===== config.mk =====
export PLATFORM = sky130hd
export DESIGN_NAME = ir_nec_rx
export DESIGN_NICKNAME = d
export VERILOG_FILES = /design/src/rtl/ir_nec_pkg.sv /design/src/rtl/ir_glitch_filter.sv /design/src/rtl/ir_nec_rx.sv
export SDC_FILE = /design/constraint.sdc
export NUM_CORES = 1
export LEC_CHECK = 0
export BUFFER_PORTS_ARGS = -buffer_cell sky130_fd_sc_hd__buf_2
export CAP_MARGIN = 15
export CORE_ASPECT_RATIO = 1.4
export CORE_MARGIN = 2
export CORE_UTILIZATION = 59
export DETAILED_ROUTE_END_ITERATION = 10
export PLACE_DENSITY = 0.77
export SLEW_MARGIN = 40
export SYNTH_ARGS = -nofsm -noshare
export SYNTH_HDL_FRONTEND = slang
export SYNTH_SLANG_ARGS = --single-unit

===== constraint.sdc =====
create_clock -name csi_clk -period 3.2 [get_ports csi_clk]
set_input_delay 0.32 -clock csi_clk [delete_from_list [all_inputs] [get_ports csi_clk]]
set_output_delay 0.32 -clock csi_clk [all_outputs]
set_load 0.05 [all_outputs]

===== src/rtl/ir_nec_pkg.sv =====
// rtl/ir_nec_pkg.sv - NEC receiver states, timing windows and helpers
package ir_nec_pkg;

  localparam int CNT_W = 11;
  typedef logic [CNT_W-1:0] width_t;

  localparam width_t CNT_MAX          = 11'd2047;

  localparam width_t LEAD_MARK_MIN    = 11'd800;
  localparam width_t LEAD_MARK_MAX    = 11'd1000;
  localparam width_t LEAD_SPACE_F_MIN = 11'd400;
  localparam width_t LEAD_SPACE_F_MAX = 11'd500;
  localparam width_t LEAD_SPACE_R_MIN = 11'd200;
  localparam width_t LEAD_SPACE_R_MAX = 11'd250;
  localparam width_t BIT_MARK_MIN     = 11'd40;
  localparam width_t BIT_MARK_MAX     = 11'd75;
  localparam width_t SPACE_0_MIN      = 11'd40;
  localparam width_t SPACE_0_MAX      = 11'd75;
  localparam width_t SPACE_1_MIN      = 11'd140;
  localparam width_t SPACE_1_MAX      = 11'd190;
  localparam width_t TIMEOUT          = 11'd1300;

  typedef enum logic [2:0] {
    IDLE,
    LEAD_MARK,
    LEAD_SPACE,
    BIT_MARK,
    BIT_SPACE,
    STOP_MARK,
    RPT_MARK
  } state_t;

  function automatic logic in_win(width_t w, width_t lo, width_t hi);
    return (w >= lo) && (w <= hi);
  endfunction

endpackage


===== src/rtl/ir_glitch_filter.sv =====
// rtl/ir_glitch_filter.sv - 2-FF synchronizer, stability filter and edge pulses
module ir_glitch_filter #(
  parameter int FILTER_LEN = 8
) (
  input  logic clk,
  input  logic rst,
  input  logic din,
  output logic fall,
  output logic rise
);

  localparam int FW = $clog2(FILTER_LEN + 1);

  logic          sync1;
  logic          sync2;
  logic          level;
  logic [FW-1:0] cnt;

  // Bring the asynchronous input into the clock domain; idle level is high.
  always_ff @(posedge clk) begin
    if (rst) begin
      sync1 <= 1'b1;
      sync2 <= 1'b1;
    end else begin
      sync1 <= din;
      sync2 <= sync1;
    end
  end

  // Accept a new level only after FILTER_LEN consecutive differing samples.
  always_ff @(posedge clk) begin
    if (rst) begin
      level <= 1'b1;
      cnt   <= '0;
      fall  <= 1'b0;
      rise  <= 1'b0;
    end else begin
      fall <= 1'b0;
      rise <= 1'b0;
      if (sync2 != level) begin
        if (cnt == FW'(FILTER_LEN - 1)) begin
          level <= sync2;
          cnt   <= '0;
          fall  <= ~sync2;
          rise  <= sync2;
        end else begin
          cnt <= cnt + 1'b1;
        end
      end else begin
        cnt <= '0;
      end
    end
  end

endmodule


===== src/rtl/ir_nec_rx.sv =====
// rtl/ir_nec_rx.sv - NEC infrared frame and repeat-code decoder
module ir_nec_rx
  import ir_nec_pkg::*;
#(
  parameter int TICK_DIV   = 500,
  parameter int FILTER_LEN = 8
) (
  input  logic        csi_clk,
  input  logic        csi_reset,
  input  logic        coe_ir,
  output logic [31:0] frame_data,
  output logic        frame_valid,
  output logic        frame_repeat,
  output logic        frame_error
);

  localparam int PW = (TICK_DIV > 1) ? $clog2(TICK_DIV) : 1;

  logic          fall;
  logic          rise;
  logic          tick;
  logic [PW-1:0] pre_cnt;
  width_t        width;

  state_t        state, state_n;
  logic [31:0]   shift, shift_n;
  logic [5:0]    bit_cnt, bit_cnt_n;
  logic [31:0]   data_n;
  logic          have_frame, have_n;
  logic          valid_n, rpt_n, err_n;
  logic          err;

  ir_glitch_filter #(
    .FILTER_LEN(FILTER_LEN)
  ) u_filter (
    .clk (csi_clk),
    .rst (csi_reset),
    .din (coe_ir),
    .fall(fall),
    .rise(rise)
  );

  assign tick = (pre_cnt == PW'(TICK_DIV - 1));

  // Prescaler producing one timing tick every TICK_DIV clocks.
  always_ff @(posedge csi_clk) begin
    if (csi_reset || tick) pre_cnt <= '0;
    else                   pre_cnt <= pre_cnt + 1'b1;
  end

  // Width of the current mark or space in ticks, saturating, restarted at each edge.
  always_ff @(posedge csi_clk) begin
    if (csi_reset || fall || rise) width <= '0;
    else if (tick && width != CNT_MAX) width <= width + 1'b1;
  end

  // State and datapath registers; strobes are registered one-cycle pulses.
  always_ff @(posedge csi_clk) begin
    if (csi_reset) begin
      state        <= IDLE;
      shift        <= '0;
      bit_cnt      <= '0;
      frame_data   <= '0;
      have_frame   <= 1'b0;
      frame_valid  <= 1'b0;
      frame_repeat <= 1'b0;
      frame_error  <= 1'b0;
    end else begin
      state        <= state_n;
      shift        <= shift_n;
      bit_cnt      <= bit_cnt_n;
      frame_data   <= data_n;
      have_frame   <= have_n;
      frame_valid  <= valid_n;
      frame_repeat <= rpt_n;
      frame_error  <= err_n;
    end
  end

  // Classify each measured width at the edge that ends it and walk the frame.
  always_comb begin
    state_n   = state;
    shift_n   = shift;
    bit_cnt_n = bit_cnt;
    data_n    = frame_data;
    have_n    = have_frame;
    valid_n   = 1'b0;
    rpt_n     = 1'b0;
    err_n     = 1'b0;
    err       = 1'b0;

    case (state)
      IDLE: begin
        if (fall) state_n = LEAD_MARK;
      end
      LEAD_MARK: begin
        if (rise) begin
          if (in_win(width, LEAD_MARK_MIN, LEAD_MARK_MAX)) state_n = LEAD_SPACE;
          else                                             err     = 1'b1;
        end
      end
      LEAD_SPACE: begin
        if (fall) begin
          if (in_win(width, LEAD_SPACE_F_MIN, LEAD_SPACE_F_MAX)) begin
            state_n   = BIT_MARK;
            bit_cnt_n = '0;
          end else if (in_win(width, LEAD_SPACE_R_MIN, LEAD_SPACE_R_MAX)) begin
            state_n = RPT_MARK;
          end else begin
            err = 1'b1;
          end
        end
      end
      BIT_MARK: begin
        if (rise) begin
          if (in_win(width, BIT_MARK_MIN, BIT_MARK_MAX)) state_n = BIT_SPACE;
          else                                           err     = 1'b1;
        end
      end
      BIT_SPACE: begin
        if (fall) begin
          if (in_win(width, SPACE_0_MIN, SPACE_0_MAX) ||
              in_win(width, SPACE_1_MIN, SPACE_1_MAX)) begin
            // Right shift so the first bit received ends up in bit 0.
            shift_n   = {in_win(width, SPACE_1_MIN, SPACE_1_MAX), shift[31:1]};
            bit_cnt_n = bit_cnt + 1'b1;
            state_n   = (bit_cnt_n == 6'd32) ? STOP_MARK : BIT_MARK;
          end else begin
            err = 1'b1;
          end
        end
      end
      STOP_MARK: begin
        if (rise) begin
          if (in_win(width, BIT_MARK_MIN, BIT_MARK_MAX) &&
              shift[31:24] == ~shift[23:16]) begin
            data_n  = shift;
            valid_n = 1'b1;
            have_n  = 1'b1;
            state_n = IDLE;
          end else begin
            err = 1'b1;
          end
        end
      end
      RPT_MARK: begin
        if (rise) begin
          if (in_win(width, BIT_MARK_MIN, BIT_MARK_MAX)) begin
            rpt_n   = have_frame;
            state_n = IDLE;
          end else begin
            err = 1'b1;
          end
        end
      end
      default: state_n = IDLE;
    endcase

    if (state != IDLE && !fall && !rise && width == TIMEOUT) err = 1'b1;

    if (err) begin
      err_n   = 1'b1;
      have_n  = 1'b0;
      valid_n = 1'b0;
      rpt_n   = 1'b0;
      data_n  = frame_data;
      state_n = IDLE;
    end
  end

endmodule


Yosys cells after proc, flatten, opt, wreduce, memory -nomap -nowiden
Index checks and enable logic that the tools add are counted.
- word-level logic and storage cells: 133
- latch bits: 0
- memories: 0
- output and inout port bits: 35
- bits in registers: 106
- ROM bits: 0
- bits in writable memories: 0
- bits of input ports: 3
- reduce and logical (&&, ||, !) cells: 31
- shift operators: 0
- multiply operators: 0
- eq/ne operators: 27
- $lt $le $gt $ge: 10
- $add $sub $neg: 4
- mux-type cells: 36
- bitwise logic cells: 9
- divide/modulo/power cells: 0
- operators with widths (cell ; number):
    $mux W3 ; 15
    $mux W6 ; 4
    $ge A11 B8 Y1 const B ; 2
    $le A11 B8 Y1 const B ; 2
    $pmux W3 S7 ; 1
    $mux W1 ; 14
    $ne A2 B1 Y1 const B ; 7
    $reduce_and A13 Y1 ; 1
    $ne A2 B2 Y1 const B ; 6
    $pmux W6 S2 ; 1
    $add A11 B1 Y11 const B ; 1
    $eq A11 B11 Y1 const B ; 1
    $ge A11 B10 Y1 const B ; 1
    $ge A11 B6 Y1 const B ; 1
    $ge A11 B9 Y1 const B ; 1
    $le A11 B10 Y1 const B ; 1
    $le A11 B7 Y1 const B ; 1
    $le A11 B9 Y1 const B ; 1
    $ne A11 B11 Y1 const B ; 1
    $logic_and A1 B1 Y1 ; 10
    $add A9 B1 Y9 const B ; 1
    $eq A3 B3 Y1 const B ; 3
    $eq A9 B9 Y1 const B ; 1
    $eq A8 B8 Y1 ; 1
    24 further kinds ; 39

Longest topological paths before layout
- depth in word-level cells: 9
- depth in mapped cells: 11
- gate-level depth less buffers: 9

By module
From an unflattened synthesis, not the netlist that was laid out.
- cell total of the unflattened synthesis: 536
- area, all modules: 4590.7 µm²
- by module, submodules not included (module ; times used ; cells an instance ; area an instance (µm²)):
    ir_nec_rx ; 1 ; 508 ; 4271.6
    ir_glitch_filter ; 1 ; 28 ; 319.1

Worst setup path after synthesis
OpenSTA, ideal clock, no wires.
- kind: register to register
- start point: register width[0]
- end point: register state[2]
- clock period less this slack: 2231 ps
- data required time: 3122 ps
- setup slack: 969 ps
- path buffers: 1
- arrival time: 2153 ps
- library setup time: 78 ps
- stages on the path, launching flop included: 9
- cells stage by stage: dfxtp_1 -> ha_1 -> o21bai_1 -> a311oi_2 -> buf_2 -> and3_1 -> o32ai_1 -> or4_4 -> nor3_1
- cells in the longest elaborated chain, start to end: 8
- ends and longest elaborated chain (item ; line ; RTL):
    start, declared ; ir_nec_rx.sv:23 ; width_t width;
    start signal, assigned ; ir_nec_rx.sv:54 ; else if (tick && width != CNT_MAX) width <= width + 1'b1;
    $ge A11 B8 Y1 (tied with other cells) ; ir_nec_pkg.sv:34 ; return (w >= lo) && (w <= hi);
    $logic_and A1 B1 Y1 ; ir_nec_pkg.sv:34 ;
    $mux W1 (tied with other cells) ; ir_nec_rx.sv:107 ; end else if (in_win(width, LEAD_SPACE_R_MIN, LEAD_SPACE_R_MAX)) begin
    $mux W1 (on tied branches) ; ir_nec_rx.sv:104, ir_nec_rx.sv:122, ir_nec_rx.sv:135 ;
    $mux W1 (on tied branches) ; ir_nec_rx.sv:103, ir_nec_rx.sv:121, ir_nec_rx.sv:134 ;
    $pmux W1 S5 ; ir_nec_rx.sv:92 ; case (state)
    $mux W1 ; ir_nec_rx.sv:159 ; if (state != IDLE && !fall && !rise && width == TIMEOUT) err = 1'b1;
    $reduce_or A2 Y1 (no line) ; -- ;
    end signal, assigned ; ir_nec_rx.sv:69 ; state <= state_n;
    end, declared ; ir_nec_rx.sv:25 ; state_t state, state_n;
Several ways; a longest one is shown, not always the timed one. The select of a mux whose other input is x is not followed.
A chain may end at the register's enable or synchronous reset.

Worst setup path in the final report
- start point: register width[3]
- end point: register shift[3]
- cells in the longest elaborated chain, start to end: 4
- ends and longest elaborated chain (item ; line ; RTL):
    $ge A11 B6 Y1 (tied with other cells) ; ir_nec_pkg.sv:34 ;
    $logic_and A1 B1 Y1 ; ir_nec_pkg.sv:34 ;
    $logic_or A1 B1 Y1 (*) ; ir_nec_rx.sv:122 ; if (in_win(width, SPACE_0_MIN, SPACE_0_MAX) ||
    $reduce_and A3 Y1 (no line) (*) ; -- ;
    end signal, assigned ; ir_nec_rx.sv:70 ; shift <= shift_n;
    end, declared ; ir_nec_rx.sv:26 ; logic [31:0] shift, shift_n;
Mark *: on every way between the ends. The rest lies on a longest branch, timed or not.

==> run_results.csv <==
group,metric,value,unit
pwr,power.static_leakage,1.86,nW
clock_tree,tritoncts,"done",
clock_tree,cts.htree.levels,3,
sta,max_clock_freq,383,MHz
sta,period_share,81.6,%
critical_path,cpPeakStageDelay,0.63,ns
global_routing,grt_start_max_net_pins,43,
logic_synthesis,ys_async_sr_fraction,0,%
logic_synthesis,synth.ff_latch_count,106,
critical_path,crit_path_top_delay_cell,"sky130_fd_sc_hd__dfxtp_1",
cells_and_area,stdcell_area,5000,um2
sta,fin_setup_tns,0,ns
cells_and_area,area_growth_syn_to_layout,8.11,%
die,row_count,38,
clock_tree,cts-resized-gates,0,
pwr,combinationalPowerShare,1.5,%
hold_path,hold_path_class,"in -> reg",
die,floorplan.io_pins,38,
clock_tree,cts_sinks,106,
global_routing,grt_util_met3,5.22,%
critical_path,critPathCaptureType,"flip-flop",
clock_tree,post_cts.repair.setup_buffers,0,
global_routing,grt_first_pass_wirelength,16.0,mm
drt,detail_route.wirelength,9.29,mm
sta,fin_crit,2.61,ns
critical_path,worst_ep_arrival_time,2.92,ns
drt,wl_per_cell,13.3,um
logic_synthesis,mappedNetlistArea,4630,um2
sta,timing.hold.ws,0.122,ns
drt,pre_repair_dr_iteration_count,4,
sta,finalHoldViolCount,0,
place,placed_cells_incl_taps,685,
cells_and_area,final_layout_size_suffix_gt1_share,12.8,%
place,gp_congestion,0.871,
drt,avgViaCountPerCell,5.49,
logic_synthesis,synth_nets,590,
clock_tree,root_buffer,"sky130_fd_sc_hd__clkbuf_8",
die,core_region_area,7700,um2
global_routing,met1_usage,27.6,%
clock_tree,hold_buffers,0,
outcome,outcome,"finished clean",
place,setup_slack_placement,0.599,ns
critical_path,path_max_fanout,23,
run,drv_cap,0,
logic_synthesis,synth_ff_type,"sky130_fd_sc_hd__dfxtp_1",
clock_tree,ctsLongestPathBuffers,2,
clock_tree,cts.clk_slew.worst_paths,0.10,ns
pwr,power_frac_seq,61.9,%
global_routing,antenna_found_initial,0,
sta,rsz0062_at_grt,"no",
sta,fin_ws,0.588,ns
clock_tree,worst_skew_pair.late_latency,0.38,ns
pwr,power_report.internal_total,1.64,mW
die,area_of_the_die,8570,um2
critical_path,start_kind,"flip-flop",
cells_and_area,nets,604,
drt,num_vias,3851,
cells_and_area,layout.cells.most_common,"sky130_fd_sc_hd__nand2_1",
logic_synthesis,yosys.cell_types.count,57,
sta,clock_skew,0.00969,ns
critical_path,worstPathBufferInverterCount,1,
cells_and_area,layout.cells.non_filler,701,
pwr,switchingPower,0.500,mW
pwr,finalPower,2.14,mW
cells_and_area,diodes_inserted,0,
place,place_area,4810,um2
pwr,share_clk_of_total_power,36.6,%
cells_and_area,post-route-util,64.9,%
logic_synthesis,syn_inst,582,
critical_path,crit_required,3.51,ns
clock_tree,cts_buffers,9,
global_routing,overflow,0,
global_routing,grt_busiest_layer,"met2",
drt,post-route-drc-count,0,
cells_and_area,mostFrequentLayoutCells,"sky130_fd_sc_hd__nand2_1, sky130_fd_sc_hd__dfxtp_1, sky130_fd_sc_hd__a21oi_1",
drt,final_antenna_net_count,0,
die,die-width,78.8,um
die,start_util,60.1,%
sta,report.final.slew_viol_count,0,
pwr,power_density,429,nW/um2
sta,worst_pin_slew,0.685,ns
sta,maxSlewHeadroom,54.3,%
die,floorplan.die.height,109,um
global_routing,global_route.usage.total,23.1,%
drt,drt_iter0_drc,206,
global_routing,met2_usage,39.9,%
place,place_hpwl,6.45,mm
logic_synthesis,synthesis.yosys.warnings,0,
logic_synthesis,synth.yosys.seq_area_share,45.9,%
sta,setup-violations-final,0,
pwr,vdd_ir_drop_max,0.368,mV
pwr,netSwitchingFraction,23.3,%
global_routing,via_count_of_the_first_global_routing_pass,3551,
logic_synthesis,syn-mean-instance-area,7.95,um2
logic_synthesis,synth_edf_count,0,
critical_path,crit_path_cell_trace,"nand2_4 -> a2111oi_4 -> and4b_1 -> o21a_1 -> nor2b_2 -> buf_4 -> nand2_1 -> a21oi_1",
place,placement.io_buffers,37,
critical_path,critPathTopFamily,"simple AND/OR/NAND/NOR gates",
critical_path,critPathKind,"reg -> reg",
power groups by stage:
stage | combinational (mW) | sequential (mW) | clock, mW
floorplan | 0.0254 | 1.36 | 0
global placement | 0.0308 | 1.36 | 0
detailed placement | 0.0320 | 1.36 | 0
CTS | 0.0321 | 1.33 | 0.808
global route | 0.0361 | 1.33 | 0.858
finish | 0.0316 | 1.33 | 0.785
layer usage:
metal	share of wire, %	wire length [um]	up-vias
met5	0	0	-
li1	-	-	1985
met2	51	4750	69
met4	1.6	146	0
met3	3.5	328	17
met1	44	4070	1780
cells in the mapped netlist, drive strengths merged, types with 2 or more instances:
master  instances  area share [%]
nand2         149              12
dfxtp         106              46
a21oi          79             8.5
nor2           45             3.7
clkbuf         23             1.9
buf            19             2.3
xor2           18             3.4
nand3          14             1.5
nor3           12             1.4
nand4          11             1.5
and3            9             1.2
nand2b          8             1.2
nor2b           8             1.1
o21ai           7            0.76
inv             6            0.49
xnor2           6             1.1
ha              5             1.4
a211oi          4            0.65
o22ai           4            0.54
or3             4            0.54
and2            3            0.41
nor4            3            0.41
o211ai          3            0.49
o21a            3            0.49
or2             3            0.41
a311oi          2            0.51
a31oi           2            0.27
and4            2            0.38
mux2i           2            0.43
nand3b          2            0.32
nor3b           2            0.32
path summary, 6_finish.rpt:
path | cells past startpoint | slack (ns) | end | startpoint
max | 8 | 0.59 | shift[3] | width[3]
min | 2 | 0.12 | u_filter.sync1 | coe_ir
max reg2reg | 8 | 0.59 | shift[3] | width[3]
min reg2reg | 1 | 0.42 | u_filter.sync2 | u_filter.sync1
layout make-up:
class,count,area [um2]
clock inverters,6,52.6
repair buffers,45,245
fillers,700,2700
well taps,100,125
multi-input cells,428,2300
flip-flops and latches,106,2120
clock buffers,10,138
inverters,6,22.5
cells by family after synthesis:
kind of cell / share of synthesized area [%]
and+or+nand+nor: 28.2
muxes: 0.433
buffers and inverters: 4.68
DFF: 45.9
AOI/OAI and AO/OA: 15.0
xor gates and xnor gates: 4.54
adders and majority gates: 1.35
state kept, by name, indices dropped and copies added, names as in the netlist:
signal / count
bit_cnt: 6
frame_data: 32
frame_error: 1
frame_repeat: 1
frame_valid: 1
have_frame: 1
pre_cnt: 9
shift: 32
state: 3
u_filter.cnt: 4
u_filter.fall: 1
u_filter.level: 1
u_filter.rise: 1
u_filter.sync1: 1
u_filter.sync2: 1
width: 11
(Power assumes the default switching activity.)
